**src/rtl/ttl_sync_counter.sv**
```systemverilog
// Presettable synchronous modulo-N up/down counter in the style of the TTL '16x/'19x parts.
// Stages cascade by wiring RCO of one stage to ENT of the next on a shared CLK.
module ttl_sync_counter #(
   parameter int WIDTH   = 4,
   parameter int MODULUS = 16
) (
   input  logic             CLK,
   input  logic             _R,
   input  logic             _SCLR,
   input  logic             _LOAD,
   input  logic [WIDTH-1:0] D,
   input  logic             ENP,
   input  logic             ENT,
   input  logic             UP,
   output logic [WIDTH-1:0] Q,
   output logic             RCO,
   input  logic             VCC,
   input  logic             GND
);

   if (WIDTH < 1 || WIDTH > 16) begin : gen_bad_width
      $error("ttl_sync_counter: WIDTH %0d outside 1..16", WIDTH);
   end
   if (MODULUS < 2 || MODULUS > (1 << WIDTH)) begin : gen_bad_modulus
      $error("ttl_sync_counter: MODULUS %0d outside 2..2**WIDTH", MODULUS);
   end

   localparam logic [WIDTH-1:0] MAX_Q = WIDTH'(MODULUS - 1);

   logic [WIDTH-1:0] q_q, q_d;

   // Out-of-range values (loaded via D) wrap to 0 going up and decrement normally going down.
   always_comb begin
      q_d = q_q;
      if (!_SCLR) begin
         q_d = '0;
      end else if (!_LOAD) begin
         q_d = D;
      end else if (ENP && ENT) begin
         if (UP) begin
            q_d = (q_q >= MAX_Q) ? '0 : q_q + WIDTH'(1);
         end else begin
            q_d = (q_q == '0) ? MAX_Q : q_q - WIDTH'(1);
         end
      end
   end

   always_ff @(posedge CLK or negedge _R) begin
      if (!_R) begin
         q_q <= '0;
      end else begin
         q_q <= q_d;
      end
   end

   assign Q   = q_q;
   assign RCO = ENT & (UP ? (q_q == MAX_Q) : (q_q == '0));

   // Supply pins exist only for pin compatibility.
   logic unused_supply;
   assign unused_supply = VCC ^ GND;

endmodule

```
**config.mk**
```make
export PLATFORM = sky130hd
export DESIGN_NAME = ttl_sync_counter
export DESIGN_NICKNAME = d
export VERILOG_FILES = /design/src/rtl/ttl_sync_counter.sv
export SDC_FILE = /design/constraint.sdc
export NUM_CORES = 1
export LEC_CHECK = 0
export ABC_AREA = 1
export BUFFER_PORTS_ARGS = -buffer_cell sky130_fd_sc_hd__buf_2
export CAP_MARGIN = 20
export CORE_AREA = 8 8 45 47
export CTS_BUF_LIST = sky130_fd_sc_hd__clkbuf_16
export DETAILED_ROUTE_END_ITERATION = 12
export DIE_AREA = 0 0 53 55
export PLACE_DENSITY = 0.66
export SYNTH_ARGS = -nofsm -noshare
export SYNTH_HDL_FRONTEND = slang
export SYNTH_SLANG_ARGS = --single-unit
```
**constraint.sdc**
```tcl
create_clock -name CLK -period 3 [get_ports CLK]
set_input_delay 0.3 -clock CLK [delete_from_list [all_inputs] [get_ports CLK]]
set_output_delay 0.3 -clock CLK [all_outputs]
set_load 0.01 [all_outputs]
```
==> run_results.csv, run 1 <==
group,metric,value,unit
sta,finalHoldViolCount,0,
power,p_int,0.2559,mW
global_routing,grt_start_max_net_pins,12,
critical_path,arrival,1.46,ns
die,rows,14,
placement,dpl_cell_area,464.2,sq um
placement,place_inst,90,
clock_network,htreeDepth,1,
sta,finClkSkew,0.001910,ns
cells_and_area,mostFrequentLayoutCell,"nand2_1",
worst_hold_path,hold_path.startpoint,"_SCLR",
cells_and_area,design_area,549.3,sq um
synthesis,synth_seq_cells,4,
global_routing,antenna_found_initial,0,
sta,drv_slew,0,
cells_and_area,area_delta_synth_final,37.19,%
sta,worst_slew_pin_slew,0.2923,ns
cells_and_area,finalNonFillerCells,94,
clock_network,cts_tree,"done",
drt,post_drt_wl_per_cell,10.73,um
critical_path,worstPathMaxFanout,6,
power,leakage,0.2838,nW
global_routing,grt_overflow,0,
clock_network,clockBufferDepth,2,
cells_and_area,largest_reg_flops,4,
sta,rsz0062_at_grt,"false",
sta,max_slew_margin,80.51,%
synthesis,yosysSeqAreaShare,25.00,%
placement,io_buffers,15,
clock_network,cts_buffers,3,
worst_hold_path,hold_path_class,"primary input to flip-flop",
drt,drt_iter0_drc,16,
critical_path,critPathRequiredTime,2.70,ns
power,p_sw,0.07854,mW
die,num_io_pins,18,
sta,setup_tns,0,ns
cells_and_area,drive_gt1_share,26.92,%
placement,gp_routability_congestion,0.7527,
die,die_area,2915,sq um
placement,dpl_worst_slack,1.473,ns
sta,period_share,58.76,%
cells_and_area,postLayoutCoreUtil,39.69,%
sta,timing.final.ws_setup,1.237,ns
run,cap_violations,0,
power,fin_total_pwr,0.3345,mW
die,fp.dieH,55,um
drt,ant_nets,0,
drt,vias,455,
clock_network,postCtsSetupRepairBufs,0,
sta,setup_viol,0,
power,ir_worst_vdd,0.4104,mV
power,p_seq_share,20.7,%
power,clockPowerShare,60.5,%
sta,whs,0.3901,ns
global_routing,globalRouteTotalUtil,7.440,%
placement,place_hpwl,815.9,um
power,comb_power_share,18.8,%
synthesis,avgSynthCellArea,6.458,sq um
global_routing,grt_first_pass_wirelength,1656,um
synthesis,synth_nets,77,
critical_path,r2r_start,"Q[1]$_DFFE_PN0P_",
clock_network,clkTransAtPathRegs,0.03,ns
cells_and_area,final_cell_mix,"18 x nand2_1, 15 x buf_2, 8 x nor2_1",
clock_network,clock_latency,0.22,ns
drt,viasPerCell,4.840,
cells_and_area,diodes,0,
cells_and_area,nNetsFinal,95,
sta,fin_crit,1.763,ns
drt,drt_first_pass_iters,4,
critical_path,cp-start-kind,"flip-flop",
die,initial_utilization,28.93,%
power,pwr_density_cell,608.9,nW/um^2
critical_path,crit_type,"flip-flop to output port",
synthesis,synth_cell_types,18,
drt,wirelength,1009,um
sta,fmax,567.3,MHz
drt,drcViolationCount,0,
power,switching_share,23.48,%
synthesis,synth_cells,62,
run_status,status,"complete, no violations",
critical_path,end_kind,"output port",
synthesis,syn-cell-area,400.4,sq um
synthesis,yosysWarnings,0,
die,core,1384,sq um
critical_path,startpoint,"Q[1]$_DFFE_PN0P_",
die,die_w,53,um
clock_network,cts.sink_count,4,
global_routing,grt_pass1_vias,421,
clock_network,cts_root_buf,"clkbuf_16",
==> power groups by stage <==
stage	clock [mW]	combinational, mW	sequential, mW
after detailed placement	0	0.0623	0.0699
after floorplan	0	0.0461	0.0686
after global routing	0.213	0.0720	0.0707
after global placement	0	0.0611	0.0699
after CTS	0.206	0.0636	0.0695
final	0.202	0.0627	0.0693
==> cells in the mapped netlist <==
cell	count	share of area [%]
inv_1	3	2.8
buf_6	1	2.8
ha_1	2	6.2
nand3_1	7	8.7
nor2_4	1	2.8
o211ai_1	2	3.7
buf_2	1	1.2
a21oi_1	3	3.7
nor2_1	8	7.5
o22ai_1	1	1.6
buf_8	1	3.7
o21ai_1	4	5.0
nand2_1	18	17
a21boi_1	1	1.9
nand4_1	2	3.1
o21ai_0	1	1.2
inv_2	2	1.9
dfrtp_1	4	25
==> worst max-delay path, stage by stage, from the launching register on <==
cell	delay [ns]
dfrtp_1	0.47
inv_1	0.10
ha_1	0.20
inv_2	0.06
nor2_1	0.05
a21oi_1	0.18
nor2_1	0.05
buf_2	0.13
==> kinds of logic after synthesis <==
logic type,count (synthesis),synth area share (%)
adders and majority gates,2,6.249
and+or+nand+nor,36,39.06
DFF,4,25.00
AOI/OAI and AO/OA,12,17.19
buffers and inverters,8,12.50
==> metal layers <==
metal	vias to the layer above	GRT usage, %	wire length, um
li1	242	-	-
met1	198	9.146	449
met2	15	11.72	484
met3	0	2.674	75
met4	0	2.586	0
met5	-	0	0
==> path summary, 6_finish.rpt <==
| kind | cells past startpoint | slack (ns) | to |
|---|---|---|---|
| setup reg to reg | 10 | 1.52 | Q[3]$_DFFE_PN0P_ |
| setup / recovery | 7 | 1.24 | RCO |
| hold reg to reg | 2 | 0.68 | Q[3]$_DFFE_PN0P_ |
| max in group asynchronous | 2 | 2.46 | Q[3]$_DFFE_PN0P_ |
| min in group asynchronous | 2 | 0.42 | Q[2]$_DFFE_PN0P_ |
| hold / removal | 3 | 0.39 | Q[3]$_DFFE_PN0P_ |
==> area by class of cell <==
cell class	count	area, sq um
sequential	4	100.1
inverter	5	18.77
multi-input combinational	50	250.2
clock buffer	3	75.07
fill	152	834.6
tap	16	20.02
timing repair buffer	16	85.08
==> what timing repair did <==
action / in CTS / in global routing
hold endpoints to repair: 4 / 0
hold buffers: 1 / 0
resized for setup: 0 / 0
No activity file was read; power rests on OpenSTA's default activity.
==> run 2, diff against run 1 <==
==> constraint.sdc (replaced) <==
create_clock -name CLK -period 1.82 [get_ports CLK]
set_input_delay 0.182 -clock CLK [delete_from_list [all_inputs] [get_ports CLK]]
set_output_delay 0.182 -clock CLK [all_outputs]
set_load 0.01 [all_outputs]
==> run 2 against run 1 <==
Net effect: wire length rose by 2.7%; final area did not move; global-route usage rose by 0.55 points; highest routed layer is now met4; sequential power rose by 65%; clock skew rose by 0.0037 ns; sequential cell count did not move; hold slack got worse by 0.12 ns; clock power rose by 71%; first-iteration DRC count fell by 75%.
==> run_results.csv, run 2 (same netlist as run 1, synthesis figures left out) <==
group,metric,value,unit
sta,max_slew_margin,80.34,%
clock_network,clockBufferDepth,2,
critical_path,end_kind,"output port",
clock_network,cts_buffers,3,
cells_and_area,nNetsFinal,95,
clock_network,clock_latency,0.23,ns
drt,drcViolationCount,0,
placement,gp_routability_congestion,0.7524,
power,comb_power_share,18.4,%
power,p_int,0.4228,mW
die,num_io_pins,18,
sta,drv_slew,0,
global_routing,grt_pass1_vias,433,
die,core,1384,sq um
die,die_area,2915,sq um
sta,rsz0062_at_grt,"false",
drt,drt_iter0_drc,4,
power,clockPowerShare,61.3,%
clock_network,cts_tree,"done",
run,cap_violations,0,
sta,finClkSkew,0.005625,ns
worst_hold_path,hold_path_class,"primary input to flip-flop",
power,switching_share,25.04,%
drt,post_drt_wl_per_cell,11.02,um
global_routing,grt_overflow,0,
critical_path,arrival,1.48,ns
global_routing,grt_first_pass_wirelength,1690,um
power,leakage,0.2838,nW
sta,setup_tns,0,ns
cells_and_area,fill_cells,154,
global_routing,grt_start_max_net_pins,12,
clock_network,cts_root_buf,"clkbuf_16",
clock_network,post_cts_resize_count,0,
critical_path,worstPathMaxFanout,6,
cells_and_area,final_cell_mix,"18 x nand2_1, 15 x buf_2, 8 x nor2_1",
global_routing,globalRouteTotalUtil,7.987,%
cells_and_area,diodes,0,
global_routing,antenna_found_initial,0,
drt,wirelength,1036,um
sta,period_share,91.46,%
power,p_sw,0.1413,mW
sta,fin_crit,1.665,ns
sta,setup_viol,0,
cells_and_area,postLayoutCoreUtil,39.69,%
drt,viasPerCell,4.809,
drt,drt_first_pass_iters,4,
cells_and_area,drive_gt1_share,26.92,%
cells_and_area,area_delta_synth_final,37.19,%
drt,vias,452,
critical_path,critPathRequiredTime,1.64,ns
clock_network,clkTransAtPathRegs,0.03,ns
sta,fmax,600.8,MHz
critical_path,crit_type,"flip-flop to output port",
placement,io_buffers,15,
die,die_w,53,um
die,fp.dieH,55,um
drt,ant_nets,0,
die,rows,14,
sta,finalHoldViolCount,0,
placement,place_hpwl,819,um
cells_and_area,mostFrequentLayoutCell,"nand2_1",
placement,dpl_cell_area,464.2,sq um
die,initial_utilization,28.93,%
cells_and_area,design_area,549.3,sq um
power,p_seq_share,20.3,%
sta,whs,0.2692,ns
critical_path,cp-start-kind,"flip-flop",
power,ir_worst_vdd,0.6661,mV
power,pwr_density_cell,1027,nW/um^2
clock_network,htreeDepth,1,
sta,worst_slew_pin_slew,0.2949,ns
clock_network,cts.sink_count,4,
run_status,status,"complete, no violations",
cells_and_area,largest_reg_flops,4,
-- run 2: cell counts in the layout (fill, tap and decap cells not counted) --
Identical to the previous run, type by type.
-- run 2: worst paths after layout --
path                                         end  slack (ns)        startpoint  cells after the start
worst min-delay path            Q[3]$_DFFE_PN0P_        0.27             _SCLR                      3
worst max register to register  Q[3]$_DFFE_PN0P_        0.34  Q[1]$_DFFE_PN0P_                     10
min in group asynchronous       Q[0]$_DFFE_PN0P_        0.29                _R                      2
max in group asynchronous       Q[3]$_DFFE_PN0P_        1.41                _R                      2
worst max-delay path                         RCO        0.16  Q[0]$_DFFE_PN0P_                      7
worst min register to register  Q[3]$_DFFE_PN0P_        0.68  Q[3]$_DFFE_PN0P_                      2
-- run 2: through the flow --
stage / total power, mW / setup WS [ns] / std cells
floorplan: 0.1891 / 0.4745 / 62
global placement: 0.2159 / 0.3764 / 90
detailed placement: 0.2183 / 0.3588 / 90
CTS: 0.5710 / 0.1561 / 94
global route: 0.5967 / 0.03632 / 94
finish: 0.5641 / 0.1555 / 94
-- run 2: critical path, cell delays in order, from the launching register on --
cell and delay, ns:
dfrtp_1 0.41, inv_1 0.18, ha_1 0.19, inv_2 0.04, nor2_1 0.12, a21oi_1 0.10
nor2_1 0.08, buf_2 0.13
-- run 2: what timing repair did --
item | in CTS | in global routing
hold endpoints to repair | 4 | 0
buffers inserted | 0 | 0
hold buffers | 1 | 0
-- run 2: cell type report --
| class | instances | area [sq um] | share of cell area (%) |
|---|---|---|---|
| Multi-Input combinational cell | 50 | 250.2 | 45.56 |
| Tap cell | 16 | 20.02 | 3.645 |
| Sequential cell | 4 | 100.1 | 18.22 |
| Inverter | 5 | 18.77 | 3.417 |
| Clock buffer | 3 | 75.07 | 13.67 |
| Timing Repair Buffer | 16 | 85.08 | 15.49 |
-- run 2: routing by layer --
layer  track usage [%]  part of all wire (%)  up-vias
met2             11.91                    45       15
li1                  -                     -      239
met4             6.466                   1.6        0
met3             2.941                    10        2
met5                 0                     0        -
met1             8.994                    43      196
-- run 2: power by group through the flow --
stage          clock, mW  combinational (mW)  sequential, mW
6_report           0.346               0.104           0.114
3_3_place_gp           0               0.101           0.115
5_1_grt            0.361               0.119           0.116
3_5_place_dp           0               0.103           0.115
2_1_floorplan          0              0.0760           0.113
4_1_cts            0.352               0.105           0.114
